$ cat src/rtl/pc_pkg.sv
// Shared constants and the next-pc select encoding for the fetch PC generator.
package pc_pkg;
  localparam int          DEFAULT_XLEN      = 32;
  localparam logic [31:0] DEFAULT_RESET_VEC = 32'hBFC00000;
  localparam int          INSTR_BYTES       = 4;

  typedef enum logic [2:0] {
    SEL_RESET,
    SEL_JALR,
    SEL_BRANCH,
    SEL_HOLD,
    SEL_SEQ
  } pc_sel_e;
endpackage

$ cat src/rtl/pc_gen_if.sv
// Control inputs and fetch-address outputs of pc_gen, plus the next-pc select for observation.
interface pc_gen_if
  import pc_pkg::*;
#(
  parameter int XLEN = DEFAULT_XLEN
);
  // No valid/ready handshake here: every input is sampled on each rising clk
  // edge, and every output is valid for the whole cycle that follows it.
  logic            stall;
  logic            jalr;
  logic [XLEN-1:0] jalr_target;
  logic            branch_taken;
  logic [XLEN-1:0] branch_imm;
  logic            ras_push;
  logic            ras_pop;
  logic [XLEN-1:0] pc;
  logic [XLEN-1:0] pc_plus4;
  logic [XLEN-1:0] ras_top;
  logic            ras_valid;
  logic            misalign_err;
  pc_sel_e         pc_sel;

  modport master (
    output stall, jalr, jalr_target, branch_taken, branch_imm, ras_push, ras_pop,
    input  pc, pc_plus4, ras_top, ras_valid, misalign_err, pc_sel
  );

  modport slave (
    input  stall, jalr, jalr_target, branch_taken, branch_imm, ras_push, ras_pop,
    output pc, pc_plus4, ras_top, ras_valid, misalign_err, pc_sel
  );
endinterface

$ cat src/rtl/ras_stack.sv
// Circular return-address stack: a full push overwrites the oldest entry, pop on empty is ignored.
module ras_stack #(
  parameter int DEPTH = 4,
  parameter int WIDTH = 32
) (
  input  logic             clk,
  input  logic             rst,
  input  logic             push,
  input  logic             pop,
  input  logic [WIDTH-1:0] din,
  output logic [WIDTH-1:0] top,
  output logic             valid
);
  localparam int PTR_W = $clog2(DEPTH);
  localparam int CNT_W = $clog2(DEPTH + 1);

  logic [WIDTH-1:0] mem [DEPTH];
  logic [PTR_W-1:0] top_ptr;
  logic [CNT_W-1:0] count;
  logic             empty;
  logic             do_push;
  logic             do_replace;
  logic             do_pop;
  logic             wr_en;
  logic [PTR_W-1:0] wr_idx;

  always_comb begin
    empty      = (count == '0);
    // Push+pop on a non-empty stack is a replace of the top entry.
    do_replace = push && pop && !empty;
    do_push    = push && !do_replace;
    do_pop     = pop && !push && !empty;
    wr_en      = do_push || do_replace;
    wr_idx     = do_replace ? top_ptr : top_ptr + PTR_W'(1);
    valid      = !empty;
    top        = empty ? '0 : mem[top_ptr];
  end

  // Storage is deliberately left out of reset; only the pointer and count are cleared.
  always_ff @(posedge clk) begin
    if (wr_en && !rst) mem[wr_idx] <= din;
  end

  always_ff @(posedge clk) begin
    if (rst) begin
      top_ptr <= '0;
      count   <= '0;
    end else if (do_push) begin
      top_ptr <= top_ptr + PTR_W'(1);
      if (count != CNT_W'(DEPTH)) count <= count + CNT_W'(1);
    end else if (do_pop) begin
      top_ptr <= top_ptr - PTR_W'(1);
      count   <= count - CNT_W'(1);
    end
  end
endmodule

$ cat src/rtl/pc_gen.sv
// Fetch PC generator: reset vector, jalr/branch redirects, stall hold, sequential +4, and a return-address stack.
module pc_gen
  import pc_pkg::*;
#(
  parameter int              XLEN      = DEFAULT_XLEN,
  parameter logic [XLEN-1:0] RESET_VEC = XLEN'(DEFAULT_RESET_VEC),
  parameter int              RAS_DEPTH = 4
) (
  input  logic     clk,
  input  logic     rst,
  pc_gen_if.slave  bus
);
  logic [XLEN-1:0] pc_q;
  logic [XLEN-1:0] pc_d;
  logic [XLEN-1:0] pc_plus4;
  logic [XLEN-1:0] target;
  logic            redirect;
  logic            misalign;
  logic            misalign_q;
  logic            ras_en;
  pc_sel_e         sel;

  always_comb begin
    pc_plus4 = pc_q + XLEN'(INSTR_BYTES);
    redirect = bus.jalr || bus.branch_taken;
    target   = bus.jalr ? {bus.jalr_target[XLEN-1:1], 1'b0} : pc_q + bus.branch_imm;
    misalign = redirect && target[1];

    if (rst)                   sel = SEL_RESET;
    else if (bus.jalr)         sel = SEL_JALR;
    else if (bus.branch_taken) sel = SEL_BRANCH;
    else if (bus.stall)        sel = SEL_HOLD;
    else                       sel = SEL_SEQ;

    pc_d = pc_q;
    case (sel)
      SEL_RESET:            pc_d = RESET_VEC;
      SEL_JALR, SEL_BRANCH: pc_d = misalign ? pc_q : target;
      SEL_HOLD:             pc_d = pc_q;
      SEL_SEQ:              pc_d = pc_plus4;
      default:              pc_d = pc_q;
    endcase

    // A misaligned redirect is squashed entirely, including its call/return.
    ras_en = !rst && (!bus.stall || redirect) && !misalign;
  end

  always_ff @(posedge clk) begin
    pc_q       <= pc_d;
    misalign_q <= rst ? 1'b0 : misalign;
  end

  ras_stack #(
    .DEPTH (RAS_DEPTH),
    .WIDTH (XLEN)
  ) u_ras (
    .clk   (clk),
    .rst   (rst),
    .push  (bus.ras_push && ras_en),
    .pop   (bus.ras_pop && ras_en),
    .din   (pc_plus4),
    .top   (bus.ras_top),
    .valid (bus.ras_valid)
  );

  assign bus.pc           = pc_q;
  assign bus.pc_plus4     = pc_plus4;
  assign bus.misalign_err = misalign_q;
  assign bus.pc_sel       = sel;
endmodule

$ cat src/flat_wrapper.sv
// flat-port wrapper written by rule: the top's interface ports become plain ports
module pc_gen_flat import pc_pkg::*;
#(
  parameter int              XLEN      = DEFAULT_XLEN,
  parameter logic [XLEN-1:0] RESET_VEC = XLEN'(DEFAULT_RESET_VEC),
  parameter int              RAS_DEPTH = 4
)
  (clk, rst, bus_stall, bus_jalr, bus_jalr_target, bus_branch_taken, bus_branch_imm, bus_ras_push, bus_ras_pop, bus_pc, bus_pc_plus4, bus_ras_top, bus_ras_valid, bus_misalign_err, bus_pc_sel);
  pc_gen_if #(.XLEN(XLEN)) bus_i ();
  input  logic clk;
  input  logic rst;
  input wire logic [$bits(bus_i.stall)-1:0] bus_stall;
  input wire logic [$bits(bus_i.jalr)-1:0] bus_jalr;
  input wire logic [$bits(bus_i.jalr_target)-1:0] bus_jalr_target;
  input wire logic [$bits(bus_i.branch_taken)-1:0] bus_branch_taken;
  input wire logic [$bits(bus_i.branch_imm)-1:0] bus_branch_imm;
  input wire logic [$bits(bus_i.ras_push)-1:0] bus_ras_push;
  input wire logic [$bits(bus_i.ras_pop)-1:0] bus_ras_pop;
  output wire logic [$bits(bus_i.pc)-1:0] bus_pc;
  output wire logic [$bits(bus_i.pc_plus4)-1:0] bus_pc_plus4;
  output wire logic [$bits(bus_i.ras_top)-1:0] bus_ras_top;
  output wire logic [$bits(bus_i.ras_valid)-1:0] bus_ras_valid;
  output wire logic [$bits(bus_i.misalign_err)-1:0] bus_misalign_err;
  output wire logic [$bits(bus_i.pc_sel)-1:0] bus_pc_sel;
  assign bus_i.stall = bus_stall;
  assign bus_i.jalr = bus_jalr;
  assign bus_i.jalr_target = bus_jalr_target;
  assign bus_i.branch_taken = bus_branch_taken;
  assign bus_i.branch_imm = bus_branch_imm;
  assign bus_i.ras_push = bus_ras_push;
  assign bus_i.ras_pop = bus_ras_pop;
  assign bus_pc = bus_i.pc;
  assign bus_pc_plus4 = bus_i.pc_plus4;
  assign bus_ras_top = bus_i.ras_top;
  assign bus_ras_valid = bus_i.ras_valid;
  assign bus_misalign_err = bus_i.misalign_err;
  assign bus_pc_sel = bus_i.pc_sel;
  pc_gen #(.XLEN(XLEN), .RESET_VEC(RESET_VEC), .RAS_DEPTH(RAS_DEPTH)) u_core (.clk(clk), .rst(rst), .bus(bus_i));
endmodule
$ cat config.mk
export PLATFORM = sky130hd
export DESIGN_NAME = pc_gen_flat
export DESIGN_NICKNAME = d
export VERILOG_FILES = /design/src/rtl/pc_pkg.sv /design/src/rtl/pc_gen_if.sv /design/src/rtl/ras_stack.sv /design/src/rtl/pc_gen.sv /design/src/flat_wrapper.sv
export SDC_FILE = /design/constraint.sdc
export NUM_CORES = 1
export LEC_CHECK = 0
export CORE_MARGIN = 2
export CORE_UTILIZATION = 35
export CTS_CLUSTER_DIAMETER = 200
export DETAILED_ROUTE_END_ITERATION = 8
export GPL_TIMING_DRIVEN = 0
export PLACE_DENSITY = 0.66
export SLEW_MARGIN = 10
export SYNTH_ARGS = -nofsm -noshare
export SYNTH_HDL_FRONTEND = slang
export SYNTH_SLANG_ARGS = --single-unit
$ cat constraint.sdc
create_clock -name clk -period 16.9 [get_ports clk]
set_input_delay 5.07 -clock clk [delete_from_list [all_inputs] [get_ports clk]]
set_output_delay 5.07 -clock clk [all_outputs]
set_load 0.01 [all_outputs]
==> metrics <==
RSZ-0062 raised after global routing=no; post-CTS setup buffer count=0; CP startpoint kind=primary input; Post-Syn Area per Cell=between 10 and 15 µm²; crit path max fanout=10; dominant synthesized flop cell=edfxtp_1; Area contributors post-synth=edfxtp_1 52%, mux4_2 7.8%, ha_1 4.4%; Worst path slowest cell=clkdlybuf4s50_1; first-pass GRT wire length=roughly 40000 µm; Setup-failing EPs final=0; CP endpoint kind=output port; Cell Int Power=slightly below 900 µW; Filler cells=between 2000 and 2500; Post-synth EDFFs=160; Final Hold Vio Count=0; total power draw=1.25 mW; hold buffer count at cts=0; Detail Route Antenna Nets=0; worst vdd ir=74.1 µV; Place WS=4.41 ns; All-Layer GR Usage=0.186; num ports=approximately 170; Final Skew=0.0149 ns; max incr delay on CP=0.67 ns; cell taking the most area after synthesis=edfxtp_1; cts bufs inserted=17; chip width=around 170 µm; status=completed; setup TNS=0 ns; Switch Pwr=382 µW; Worst-path clk slew=0.06 ns; core area=0.0259 mm²; leakage dissipation=about 4.2 nW; DR vias=around 6900; Worst-Skew Late Latency=0.42 ns; Worst EP arrival=about 7.4 ns; largest net degree at the start of global routing=30; DRC=0; Sink Count=about 170; critical path type=primary input to output port; Cell variety after synth=62; Layout Nets=about 1100; Cell Pwr Density=roughly 100 mW/mm²; Seq/Total Area, Yosys=0.539; initial antenna violation count=2; Crit path required time=11.83 ns; hpwl dp=around 20000 µm; vias in the first global route=between 6000 and 7000; die area=roughly 0.028 mm²; Site Rows=between 50 and 60; worst-path cell chain=clkdlybuf4s50_1 > clkbuf_1 > nor2_1 > nand2_1 > inv_1 > clkbuf_1 > clkdlybuf4s50_1; Worst Max-Slew Pin Slew=0.863 ns; crit share post-route=0.739; Root Buffer Master=clkbuf_16; final WL=approximately 26000 µm; GRT Residual Overflow=0; time the worst path needs with I/O delays and setup=12.49 ns; Initial DRT Pass Iterations=5; initial DRC count=499; Fmax=between 0.08 and 0.09 GHz; post-CTS sizing=0; I/O Buffers=roughly 170; Sequential Power Share=0.415; GPL Wtd Cong=roughly 0.89; FFs w/ async S/R, synth=0; CTS max path bufs=2; Wirelength per Cell=just under 20 µm; Tightest Hold Check Type=flip-flop to flip-flop; Worst Setup Slack, final=about 4.4 ns; max-capacitance violation count=0; H-tree depth=4; synthesized cell area=about 0.0092 mm²; synthesized net count=858; CTS tree=done; Initial Utilization=0.355; Synth Register Bits=168; Yosys warning count=0; Chip Height=approximately 170 µm; sw frac=0.306; Bufs and invs on worst path=5; layout cell share with drive strength beyond 1=0.105; Layout area overhead=31.3%; Post-Syn Instances=about 750; kind of cell adding the most delay to the critical path=buffers and inverters; Via-to-Cell Ratio=~5.3; clock power share=0.303; share of the synthesized area in the top cell type=0.522; post-layout util=0.466; relative slew slack=0.423; combinational share of power=0.282; Slew Limit Fails=0
[sequential cells by signal, summed over array words and instances, names as in the netlist, named ones only]
name	flops
u_core.bus.misalign_err	1
u_core.bus.pc	32
u_core.u_ras.count	3
u_core.u_ras.top_ptr	2
u_core.u_ras.mem	128
[worst paths after layout]
check / depth (start not counted) / start / slack, ns / to
hold / removal: 2 / u_core.u_ras.top_ptr[0] / 0.57 / flip-flop
setup reg to reg: 9 / u_core.bus.pc[0] / 12.90 / u_core.u_ras.mem[3][16]
hold reg to reg: 2 / u_core.u_ras.top_ptr[0] / 0.57 / flip-flop
setup / recovery: 7 / bus_jalr / 4.41 / bus_pc_sel[2]
[worst min-delay path, delay by kind of cell, from the launching register on]
kind / cells / cell delay, ns
compound gates: 2 / 0.16
flops: 1 / 0.35
[logic make-up (layout without fill, tap and decap cells)]
family	after synthesis	count (layout)	share of synthesized area
other cells	0	2	0
fa+ha+maj	34	34	0.0479
simple gates	214	214	0.120
compound gates	185	185	0.129
xor+xnor	54	54	0.0514
mux	41	41	0.0881
flops	168	168	0.539
buf+inv	57	271	0.0249
[layout by cell type, fill, tap and decap left out, types with 3 or more instances in the layout]
cell / count
clkdlybuf4s50_1: 169
ha_1: 32
clkinvlp_4: 3
o31ai_1: 3
o21bai_1: 9
a21oi_1: 54
edfxtp_1: 160
buf_4: 11
nor3_1: 10
clkbuf_16: 17
buf_2: 7
o21ai_1: 3
nand3_1: 22
a221oi_1: 9
inv_8: 5
a22oi_1: 14
a31oi_1: 5
xor2_1: 17
mux2i_1: 9
a21o_1: 13
and2_1: 39
nand4_1: 12
inv_1: 21
inv_6: 4
o211ai_1: 8
and3_1: 8
o21ai_0: 39
mux4_2: 32
nor2_1: 40
dfxtp_1: 8
nand2_1: 55
or3_1: 4
and4_1: 4
clkbuf_1: 25
xnor2_1: 37
buf_1: 3
or2_2: 3
[cells in the mapped netlist, drive strengths merged, types with 3 or more instances]
library cell,count
edfxtp,160
a21oi,55
nand2,55
o21ai,43
nor2,42
and2,39
xnor2,37
ha,32
mux4,32
clkbuf,25
nand3,23
inv,21
xor2,17
a22oi,15
a21o,13
nand4,12
nor3,12
buf,11
o21bai,10
a221oi,9
mux2i,9
and3,8
dfxtp,8
o211ai,8
a31oi,5
and4,5
or3,4
o31ai,3
or2,3
[cell type report]
type / count / area [µm²] / share of cell area
clock inverter: 15 / 156 / 0.0129
inverter: 21 / 78.8 / 0.00653
tap: 335 / 419 / 0.0347
buffer: 36 / 150 / 0.0124
multi-input combinational: 528 / 4050 / 0.335
clock buffer: 17 / 425 / 0.0352
antenna: 2 / 5.00 / 0.000414
timing repair buffer: 182 / 1830 / 0.152
sequential: 168 / 4960 / 0.411
[stage by stage]
step	instance area, µm²	hold WS, ns	std cells
2_1_floorplan	9200	0.492	753
6_report	12100	0.566	1304
3_3_place_gp	11300	0.523	1257
3_5_place_dp	11500	0.521	1270
4_1_cts	12100	0.556	1302
5_1_grt	12100	0.572	1304
[layer usage]
metal	track usage	wire [µm]
met1	0.248	11500
met2	0.308	12400
met3	0.0267	1120
met4	0.0745	806
met5	0	0
[power groups by stage]
stage | Clock (mW) | Sequential (mW) | Combinational, mW
6_report | 0.378 | 0.518 | 0.352
5_1_grt | 0.401 | 0.521 | 0.385
4_1_cts | 0.384 | 0.518 | 0.354
3_5_place_dp | 0 | 0.527 | 0.353
3_3_place_gp | 0 | 0.528 | 0.345
2_1_floorplan | 0 | 0.524 | 0.193
No activity file was read; power rests on OpenSTA's default activity.
